## config.mk

```make
export PLATFORM = sky130hd
export DESIGN_NAME = comb_decim_out_stage
export DESIGN_NICKNAME = d
export VERILOG_FILES = /design/src/rtl/comb_decim_out_stage.sv
export SDC_FILE = /design/constraint.sdc
export NUM_CORES = 1
export LEC_CHECK = 0
export ABC_AREA = 1
export ABC_CLOCK_PERIOD_IN_PS = 2000
export BUFFER_PORTS_ARGS = -buffer_cell sky130_fd_sc_hd__buf_2
export CAP_MARGIN = 0
export CORE_MARGIN = 3
export CORE_UTILIZATION = 57
export DETAILED_ROUTE_END_ITERATION = 16
export GPL_ROUTABILITY_DRIVEN = 1
export PLACE_DENSITY = 0.8
export SKIP_CTS_REPAIR_TIMING = 1
export SLEW_MARGIN = 40
export SYNTH_ARGS = -nofsm -noshare
export SYNTH_HDL_FRONTEND = slang
export SYNTH_SLANG_ARGS = --single-unit
export TNS_END_PERCENT = 100
```

## constraint.sdc

```tcl
create_clock -name clk -period 2 [get_ports clk]
set_input_delay 0.3 -clock clk [delete_from_list [all_inputs] [get_ports clk]]
set_output_delay 0.3 -clock clk [all_outputs]
set_load 0.005 [all_outputs]
```

## src/rtl/comb_decim_out_stage.sv

```systemverilog
// Output stage of the comb polyphase branch: drops pipeline-fill samples, decimates by DEC,
// rounds/saturates to OUT_W and buffers results in a 2-entry valid/ready FIFO.
//
// state    | meaning
// ST_PRIME | discarding branch fill samples; prime_cnt counts down on each en
// ST_RUN   | decimating; an accepted sample is kept when phase is 0
module comb_decim_out_stage #(
    parameter int IN_W  = 17,
    parameter int OUT_W = 10,
    parameter int DEC   = 4,
    parameter int SHIFT = 7,
    parameter int PRIME = 3
) (
    input  logic                    clk,
    input  logic                    rst_n,
    input  logic                    clr,
    input  logic                    en,
    input  logic signed [IN_W-1:0]  in_comb,
    input  logic                    out_ready,
    output logic signed [OUT_W-1:0] out_data,
    output logic                    out_valid,
    output logic                    sat_flag,
    output logic                    drop_flag
);

    localparam int PW  = (PRIME > 0) ? $clog2(PRIME + 1) : 1;
    localparam int PHW = (DEC > 1) ? $clog2(DEC) : 1;

    localparam logic [PW-1:0]         PRIME_INIT = PW'(PRIME);
    localparam logic [PHW-1:0]        PHASE_LAST = PHW'(DEC - 1);
    localparam logic signed [IN_W:0]  RND        = (IN_W + 1)'(2 ** (SHIFT - 1));
    localparam logic signed [IN_W:0]  OMAX       = (IN_W + 1)'(2 ** (OUT_W - 1) - 1);
    localparam logic signed [IN_W:0]  OMIN       = (IN_W + 1)'(-(2 ** (OUT_W - 1)));

    typedef enum logic [0:0] {
        ST_PRIME = 1'b0,
        ST_RUN   = 1'b1
    } state_t;

    // With no fill latency the block starts directly in the decimating state.
    localparam state_t ST_START = (PRIME > 0) ? ST_PRIME : ST_RUN;

    state_t          state_q, state_d;
    logic [PW-1:0]   prime_cnt_q, prime_cnt_d;
    logic [PHW-1:0]  phase_q, phase_d;
    logic            keep;

    logic signed [IN_W:0]   in_ext;
    logic signed [IN_W:0]   sum;
    logic signed [IN_W:0]   shr;
    logic signed [OUT_W-1:0] rnd_val;
    logic                   clip;

    logic                    pipe_vld_q;
    logic signed [OUT_W-1:0] pipe_data_q;

    logic signed [OUT_W-1:0] head_q;
    logic signed [OUT_W-1:0] tail_q;
    logic [1:0]              cnt_q;
    logic                    push;
    logic                    pop;

    always_ff @(posedge clk or negedge rst_n) begin
        if (!rst_n) begin
            state_q     <= ST_START;
            prime_cnt_q <= PRIME_INIT;
            phase_q     <= '0;
        end else begin
            state_q     <= state_d;
            prime_cnt_q <= prime_cnt_d;
            phase_q     <= phase_d;
        end
    end

    always_comb begin
        state_d     = state_q;
        prime_cnt_d = prime_cnt_q;
        phase_d     = phase_q;
        keep        = 1'b0;
        if (clr) begin
            state_d     = ST_START;
            prime_cnt_d = PRIME_INIT;
            phase_d     = '0;
        end else if (en) begin
            case (state_q)
                ST_PRIME: begin
                    prime_cnt_d = prime_cnt_q - PW'(1);
                    if (prime_cnt_q == PW'(1)) begin
                        state_d = ST_RUN;
                    end
                end
                ST_RUN: begin
                    keep    = (phase_q == '0);
                    phase_d = (phase_q == PHASE_LAST) ? '0 : phase_q + PHW'(1);
                end
                default: begin
                    state_d = ST_START;
                end
            endcase
        end
    end

    // One extra bit of headroom so the rounding offset cannot wrap at full scale.
    assign in_ext = {in_comb[IN_W-1], in_comb};
    assign sum    = in_ext + RND;
    assign shr    = sum >>> SHIFT;

    always_comb begin
        rnd_val = shr[OUT_W-1:0];
        clip    = 1'b0;
        if (shr > OMAX) begin
            rnd_val = OMAX[OUT_W-1:0];
            clip    = 1'b1;
        end else if (shr < OMIN) begin
            rnd_val = OMIN[OUT_W-1:0];
            clip    = 1'b1;
        end
    end

    always_ff @(posedge clk or negedge rst_n) begin
        if (!rst_n) begin
            pipe_vld_q  <= 1'b0;
            pipe_data_q <= '0;
            sat_flag    <= 1'b0;
        end else if (clr) begin
            pipe_vld_q  <= 1'b0;
            pipe_data_q <= '0;
            sat_flag    <= 1'b0;
        end else begin
            pipe_vld_q <= keep;
            if (keep) begin
                pipe_data_q <= rnd_val;
                if (clip) begin
                    sat_flag <= 1'b1;
                end
            end
        end
    end

    assign push      = pipe_vld_q;
    assign out_valid = (cnt_q != 2'd0);
    assign pop       = out_valid & out_ready;
    assign out_data  = head_q;

    // head_q is always the oldest entry, so out_data comes straight from a register.
    always_ff @(posedge clk or negedge rst_n) begin
        if (!rst_n) begin
            head_q    <= '0;
            tail_q    <= '0;
            cnt_q     <= 2'd0;
            drop_flag <= 1'b0;
        end else if (clr) begin
            head_q    <= '0;
            tail_q    <= '0;
            cnt_q     <= 2'd0;
            drop_flag <= 1'b0;
        end else begin
            case ({push, pop})
                2'b10: begin
                    if (cnt_q == 2'd0) begin
                        head_q <= pipe_data_q;
                        cnt_q  <= 2'd1;
                    end else if (cnt_q == 2'd1) begin
                        tail_q <= pipe_data_q;
                        cnt_q  <= 2'd2;
                    end else begin
                        drop_flag <= 1'b1;
                    end
                end
                2'b01: begin
                    if (cnt_q == 2'd2) begin
                        head_q <= tail_q;
                    end
                    cnt_q <= cnt_q - 2'd1;
                end
                2'b11: begin
                    if (cnt_q == 2'd1) begin
                        head_q <= pipe_data_q;
                    end else begin
                        head_q <= tail_q;
                        tail_q <= pipe_data_q;
                    end
                end
                default: begin
                end
            endcase
        end
    end

endmodule
```

==> results.cfg, run 1 <==
[status]
outcome = complete, no violations

[power]
pwr-share-seq_pct = 37.2
total_power_uw = 2800
p_int_uw = 1800
p_sw_uw = 1000
p_leak_uw = 0.00147
ir_drop_mv = 0.362
clkPwrFrac_pct = 25.6
p_comb_share_pct = 37.2
sw_frac_of_total_pct = 35.9
power_density_nw_per_um2 = 995

[timing]
tns_ns = 0
slew_headroom_pct = 68.4
worst_pin_slew_ns = 0.474
finalCriticalPeriod_ns = 1.75
fmax_mhz = 572
drv_slew = 0
hold_viol_final = 0
rsz0062_at_grt = false
fin_skew_ns = 0.00381
finalCritPeriodShare_pct = 87.4
setup_violations = 0

[route]
drc = 0
postRouteAntennaNets = 0
wl_per_cell_um = 11.7
drt_first_pass_iters = 4
drt_iter0_markers = 203
vias = 2237
vias_per_cell = 5.25
wirelength_mm = 4.98

[logic_synthesis]
netlist_instances = 343
ys_types = 29
synth.top_cells.by_area = dfrtp_1 38%, nand2_1 19%, o21ai_0 5.3%
yosys_warnings = 0
syn_nets = 372
synth_area_um2 = 2470
yosys.area.top_type = dfrtp_1
yosysTopAreaCellShare_pct = 38.4
ys_ff_latch = 40
syn_area_per_cell_um2 = 7.21
ys_seq_area_share_pct = 40.6

[hold_path]
hp-class = in2reg
holdPathStages = 3

[placement]
hpwlAfterDp_mm = 3.74
placed_cells = 417
place_congestion = 0.862
numPortBuffers = 28

[global_routing]
grtUsageTotal_pct = 21.3
grt_pass1_wl_mm = 8.79
antenna_found_initial = 0
grt_pass1_vias = 1998
overflow = 0
grt_max_degree = 22

[die]
dieArea_um2 = 5170
io_pins = 35
coreArea_um2 = 4090
die_h_um = 71.9
row_count = 23
die_w_um = 71.9
initial_utilization_pct = 60.5

[setup_path]
critPathTopFamily = simple AND/OR/NAND/NOR gates
reg2reg_from = cnt_q[0]
critPathMaxStageDelay_ns = 0.41
start_kind = flip-flop
reg2regPathDepth = 9
crit_type = reg2reg
cp_num_buf_inv = 3
regToRegEndpoint = out_data[8]
cp-endpoint = out_data[8]
cp.arrival_ns = 1.92
cp_max_fo = 10
end_kind = flip-flop
crit_path_start = cnt_q[0]
r2r_slack_ns = 0.25
crit_path_cell_trace = inv_1 > ha_1 > nor2_4 > inv_2 > nor2_2 > buf_4 > nand2_1 > o211ai_1 > o21ai_0
cp.depth = 9
slowest_stage = dfrtp_1
cp.required_ns = 2.17

[clocking]
clk_pin_slew_ns = 0.08
clk_path_buf_depth = 2
insertion_delay_ns = 0.29
tritoncts.num_buffers = 5
cts_root_buf = clkbuf_8
tritoncts = done
cts_htree_levels = 2
clkSinkCount = 40

[flow_run]
max_cap_viol_count = 0

[finish]
nNetsFinal = 404
n_antenna_cell = 0
instances_no_fill = 426
drive_gt1_share_pct = 17.6
area_delta_synth_final_pct = 13.8
area by class of cell:
type | instances | area (um^2)
multi-input combinational | 259 | 1290
fill | 341 | 1270
sequential | 40 | 1000
timing repair buffer | 34 | 200
inverter | 35 | 131
clock buffer | 7 | 96.3
tap | 50 | 62.6
clock inverter | 1 | 30.0
tightest hold or removal path, stage by stage:
cell and delay, ns:
buf_2 0.10, nand3_1 0.07, nand2_1 0.05
logic make-up (layout without fill, tap and decap cells):
logic type	Yosys count	in the layout	synth area share, %
and+or+nand+nor	183	183	32.1
AOI/OAI and AO/OA	66	66	15.4
buffers and inverters	44	77	7.33
DFF	40	40	40.6
adders and majority gates	7	7	3.54
xor gates and xnor gates	3	3	1.06
worst min path at each step:
stage | startpoint | slack, ns | to
floorplan | rst_n | 0.004 | cnt_q[0]
finish | en | 0.26 | state_q
global placement | rst_n | 0.28 | cnt_q[1]
detailed placement | rst_n | 0.29 | cnt_q[1]
CTS | rst_n | -0.04 | cnt_q[0]
global route | en | 0.28 | state_q
metrics by stage:
| stage | area, um^2 | setup slack [ns] | util [%] | hold WS, ns |
|---|---|---|---|---|
| after floorplan | 2470 | 0.518 | - | 0.00441 |
| after global placement | 2680 | 0.227 | 65.5 | 0.278 |
| after detailed placement | 2680 | 0.179 | 65.5 | 0.285 |
| after CTS | 2800 | 0.147 | 68.6 | -0.0382 |
| after global routing | 2820 | 0.0823 | 68.9 | 0.284 |
| final | 2820 | 0.252 | 68.9 | 0.260 |
power by group through the flow:
stage	sequential (uW)	combinational, uW	clock, uW
finish	1040	1040	717
detailed placement	1060	1030	0
CTS	1040	1040	731
floorplan	1050	789	0
global placement	1050	1010	0
global route	1060	1210	761
cells in the mapped netlist:
| cell | instances |
|---|---|
| o21bai_1 | 1 |
| nor2_1 | 19 |
| nor2_2 | 5 |
| ha_1 | 7 |
| o21ai_0 | 26 |
| nand2_2 | 5 |
| o21a_1 | 2 |
| inv_2 | 5 |
| nor2_4 | 1 |
| nand4_1 | 2 |
| nand3_2 | 4 |
| nand2_4 | 1 |
| nand2_1 | 125 |
| xnor2_1 | 3 |
| buf_2 | 4 |
| a21oi_1 | 2 |
| o31ai_1 | 1 |
| clkinv_1 | 1 |
| nand3_1 | 20 |
| o22ai_1 | 10 |
| o21ai_1 | 13 |
| o211ai_1 | 10 |
| a21boi_1 | 1 |
| dfrtp_1 | 38 |
| inv_1 | 29 |
| clkbuf_1 | 2 |
| dfstp_2 | 2 |
| buf_4 | 3 |
| nor3_4 | 1 |
placed cells by master, fill, tap and decap left out, types with 3 or more instances in the layout:
cell,netlist,routed
buf_2,4,28
buf_4,3,4
clkbuf_8,0,7
dfrtp_1,38,38
ha_1,7,7
inv_1,29,29
inv_2,5,5
nand2_1,125,124
nand2_2,5,6
nand3_1,20,20
nand3_2,4,4
nor2_1,19,19
nor2_2,5,5
o211ai_1,10,10
o21ai_0,26,26
o21ai_1,13,13
o22ai_1,10,10
xnor2_1,3,3
registers in the layout, indices dropped and copies added (netlist names):
register     count
prime_cnt_q      2
phase_q          2
pipe_vld_q       1
sat_flag         1
cnt_q            2
pipe_data_q     10
state_q          1
tail_q          10
drop_flag        1
out_data        10
routing by layer:
metal | track usage, % | share of wire [%] | vias to the layer above | wire, um
met5 | 0 | 0 | - | 0
met4 | 5.85 | 1.2 | 0 | 58
met3 | 4.35 | 4.9 | 6 | 242
met2 | 35.9 | 48 | 62 | 2370
met1 | 27.8 | 46 | 991 | 2310
li1 | - | - | 1178 | -
Power figures use the tool's default switching activity.
==> run 2, diff against run 1 <==
--- a/config.mk
+++ b/config.mk
@@ -6,14 +6,14 @@
 export NUM_CORES = 1
 export LEC_CHECK = 0
 export ABC_AREA = 1
-export ABC_CLOCK_PERIOD_IN_PS = 2000
+export ABC_CLOCK_PERIOD_IN_PS = 1400
 export BUFFER_PORTS_ARGS = -buffer_cell sky130_fd_sc_hd__buf_2
 export CAP_MARGIN = 0
 export CORE_MARGIN = 3
-export CORE_UTILIZATION = 57
+export CORE_UTILIZATION = 52
 export DETAILED_ROUTE_END_ITERATION = 16
 export GPL_ROUTABILITY_DRIVEN = 1
-export PLACE_DENSITY = 0.8
+export PLACE_DENSITY = 0.77
 export SKIP_CTS_REPAIR_TIMING = 1
 export SLEW_MARGIN = 40
 export SYNTH_ARGS = -nofsm -noshare
==> constraint.sdc (replaced) <==
create_clock -name clk -period 1.4 [get_ports clk]
set_input_delay 0.21 -clock clk [delete_from_list [all_inputs] [get_ports clk]]
set_output_delay 0.21 -clock clk [all_outputs]
set_load 0.005 [all_outputs]
==> results.cfg, run 2 (same netlist as run 1, synthesis figures left out) <==
[status]
outcome = finished, violations left
violations = negative setup slack

[setup_path]
end_kind = flip-flop
cp.required_ns = 1.61
r2r_slack_ns = -0.15
reg2regPathDepth = 7
reg2reg_from = cnt_q[1]
regToRegEndpoint = tail_q[2]
cp_max_fo = 6
start_kind = flip-flop
cp.arrival_ns = 1.76
crit_type = reg2reg

[route]
drt_iter0_markers = 189
drc = 0
vias_per_cell = 5.29
wl_per_cell_um = 12.6
vias = 2384
drt_first_pass_iters = 4
postRouteAntennaNets = 0
wirelength_mm = 5.67

[finish]
final_cell_mix = 120 x nand2_1, 38 x dfrtp_1, 28 x buf_2
postLayoutCoreUtil_pct = 68.9
n_antenna_cell = 0
area_delta_synth_final_pct = 24.6
nNetsFinal = 427
instances_no_fill = 451
drive_gt1_share_pct = 26.3
num-fill-cells = 363
final_common_cell = nand2_1

[timing]
worst_pin_slew_ns = 0.388
rsz0062_at_grt = true
setup_slack_ns = -0.150
finalCriticalPeriod_ns = 1.55
fmax_mhz = 645
fin_hold_ws_ns = 0.174
hold_viol_final = 0
drv_slew = 0
setup_violations = 23
fin_skew_ns = 0.00490
finalCritPeriodShare_pct = 111
slew_headroom_pct = 74.0

[die]
io_pins = 35
dieArea_um2 = 5620
die_h_um = 75.0
initial_utilization_pct = 55.3
row_count = 24
coreArea_um2 = 4470
die_w_um = 75.0

[hold_path]
min_to = state_q
hp-class = in2reg
hold_start = en
holdPathStages = 3

[global_routing]
grt_pass1_wl_mm = 9.12
overflow = 0
antenna_found_initial = 0
grt_pass1_vias = 2137
grtUsageTotal_pct = 21.0
grt_max_degree = 41

[clocking]
clkSinkCount = 40
cts_root_buf = clkbuf_8
tritoncts.num_buffers = 5
clk_pin_slew_ns = 0.08
insertion_delay_ns = 0.29
clk_path_buf_depth = 2
tritoncts = done
cts_htree_levels = 2

[placement]
post-place-ws_ns = -0.171
placed_cells = 438
hpwlAfterDp_mm = 4.04
numPortBuffers = 28
place_congestion = 0.829

[power]
ir_drop_mv = 0.606
total_power_uw = 4560
power_density_nw_per_um2 = 1480
p_leak_uw = 0.00159

[flow_run]
max_cap_viol_count = 0
## run 2: cell types whose count changed in the layout (fill, tap and decap cells not counted), sizes merged
cell,previous run,this run
nand2,131,132
buf,33,55
## run 2: area by class of cell
type,count,area (um^2),area share (%)
inverter,35,139,4.51
multi-input combinational,260,1380,44.6
clock buffer,7,96.3,3.13
tap,52,65.1,2.11
timing repair buffer,56,373,12.1
sequential,40,1000,32.6
clock inverter,1,30.0,0.974
## run 2: power by group
part | total, uW | internal (uW) | switching, uW | leakage [uW]
Combinational | 2020 | 877 | 1150 | 0.000985
Sequential | 1500 | 1380 | 117 | 0.000541
Clock | 1040 | 629 | 415 | 0.0000645
## run 2: per-layer routing
layer  vias to the layer above  wire length [um]  global-route usage (%)
li1                       1233                 -                       -
met1                      1067              2530                    26.3
met2                        71              2740                    36.7
met3                        13               262                    3.74
met4                         0               133                    6.72
met5                         -                 0                       0
## run 2: stage by stage
step	area (um^2)	TNS, ns
floorplan	2490	-0.289
global placement	2830	-1.41
detailed placement	2830	-2.63
CTS	2950	-3.23
global route	3080	-5.11
finish	3080	-2.66
## run 2: critical path, stage by stage, from the launching register on
cell and delay, ns:
dfrtp_1 0.41, inv_2 0.09, ha_2 0.25, nand2_1 0.12, nor2_2 0.20, nor3_4 0.05
buf_4 0.17, o22ai_1 0.17
## run 2: worst max-delay path by stage
stage                  end     start  cells after the start
6_report         tail_q[2]  cnt_q[1]                      7
5_1_grt        out_data[7]  cnt_q[0]                      9
4_1_cts        out_data[0]  cnt_q[0]                      8
3_5_place_dp   out_data[0]  cnt_q[0]                      8
3_3_place_gp   out_data[0]  cnt_q[0]                      8
2_1_floorplan  out_data[1]  cnt_q[1]                      8
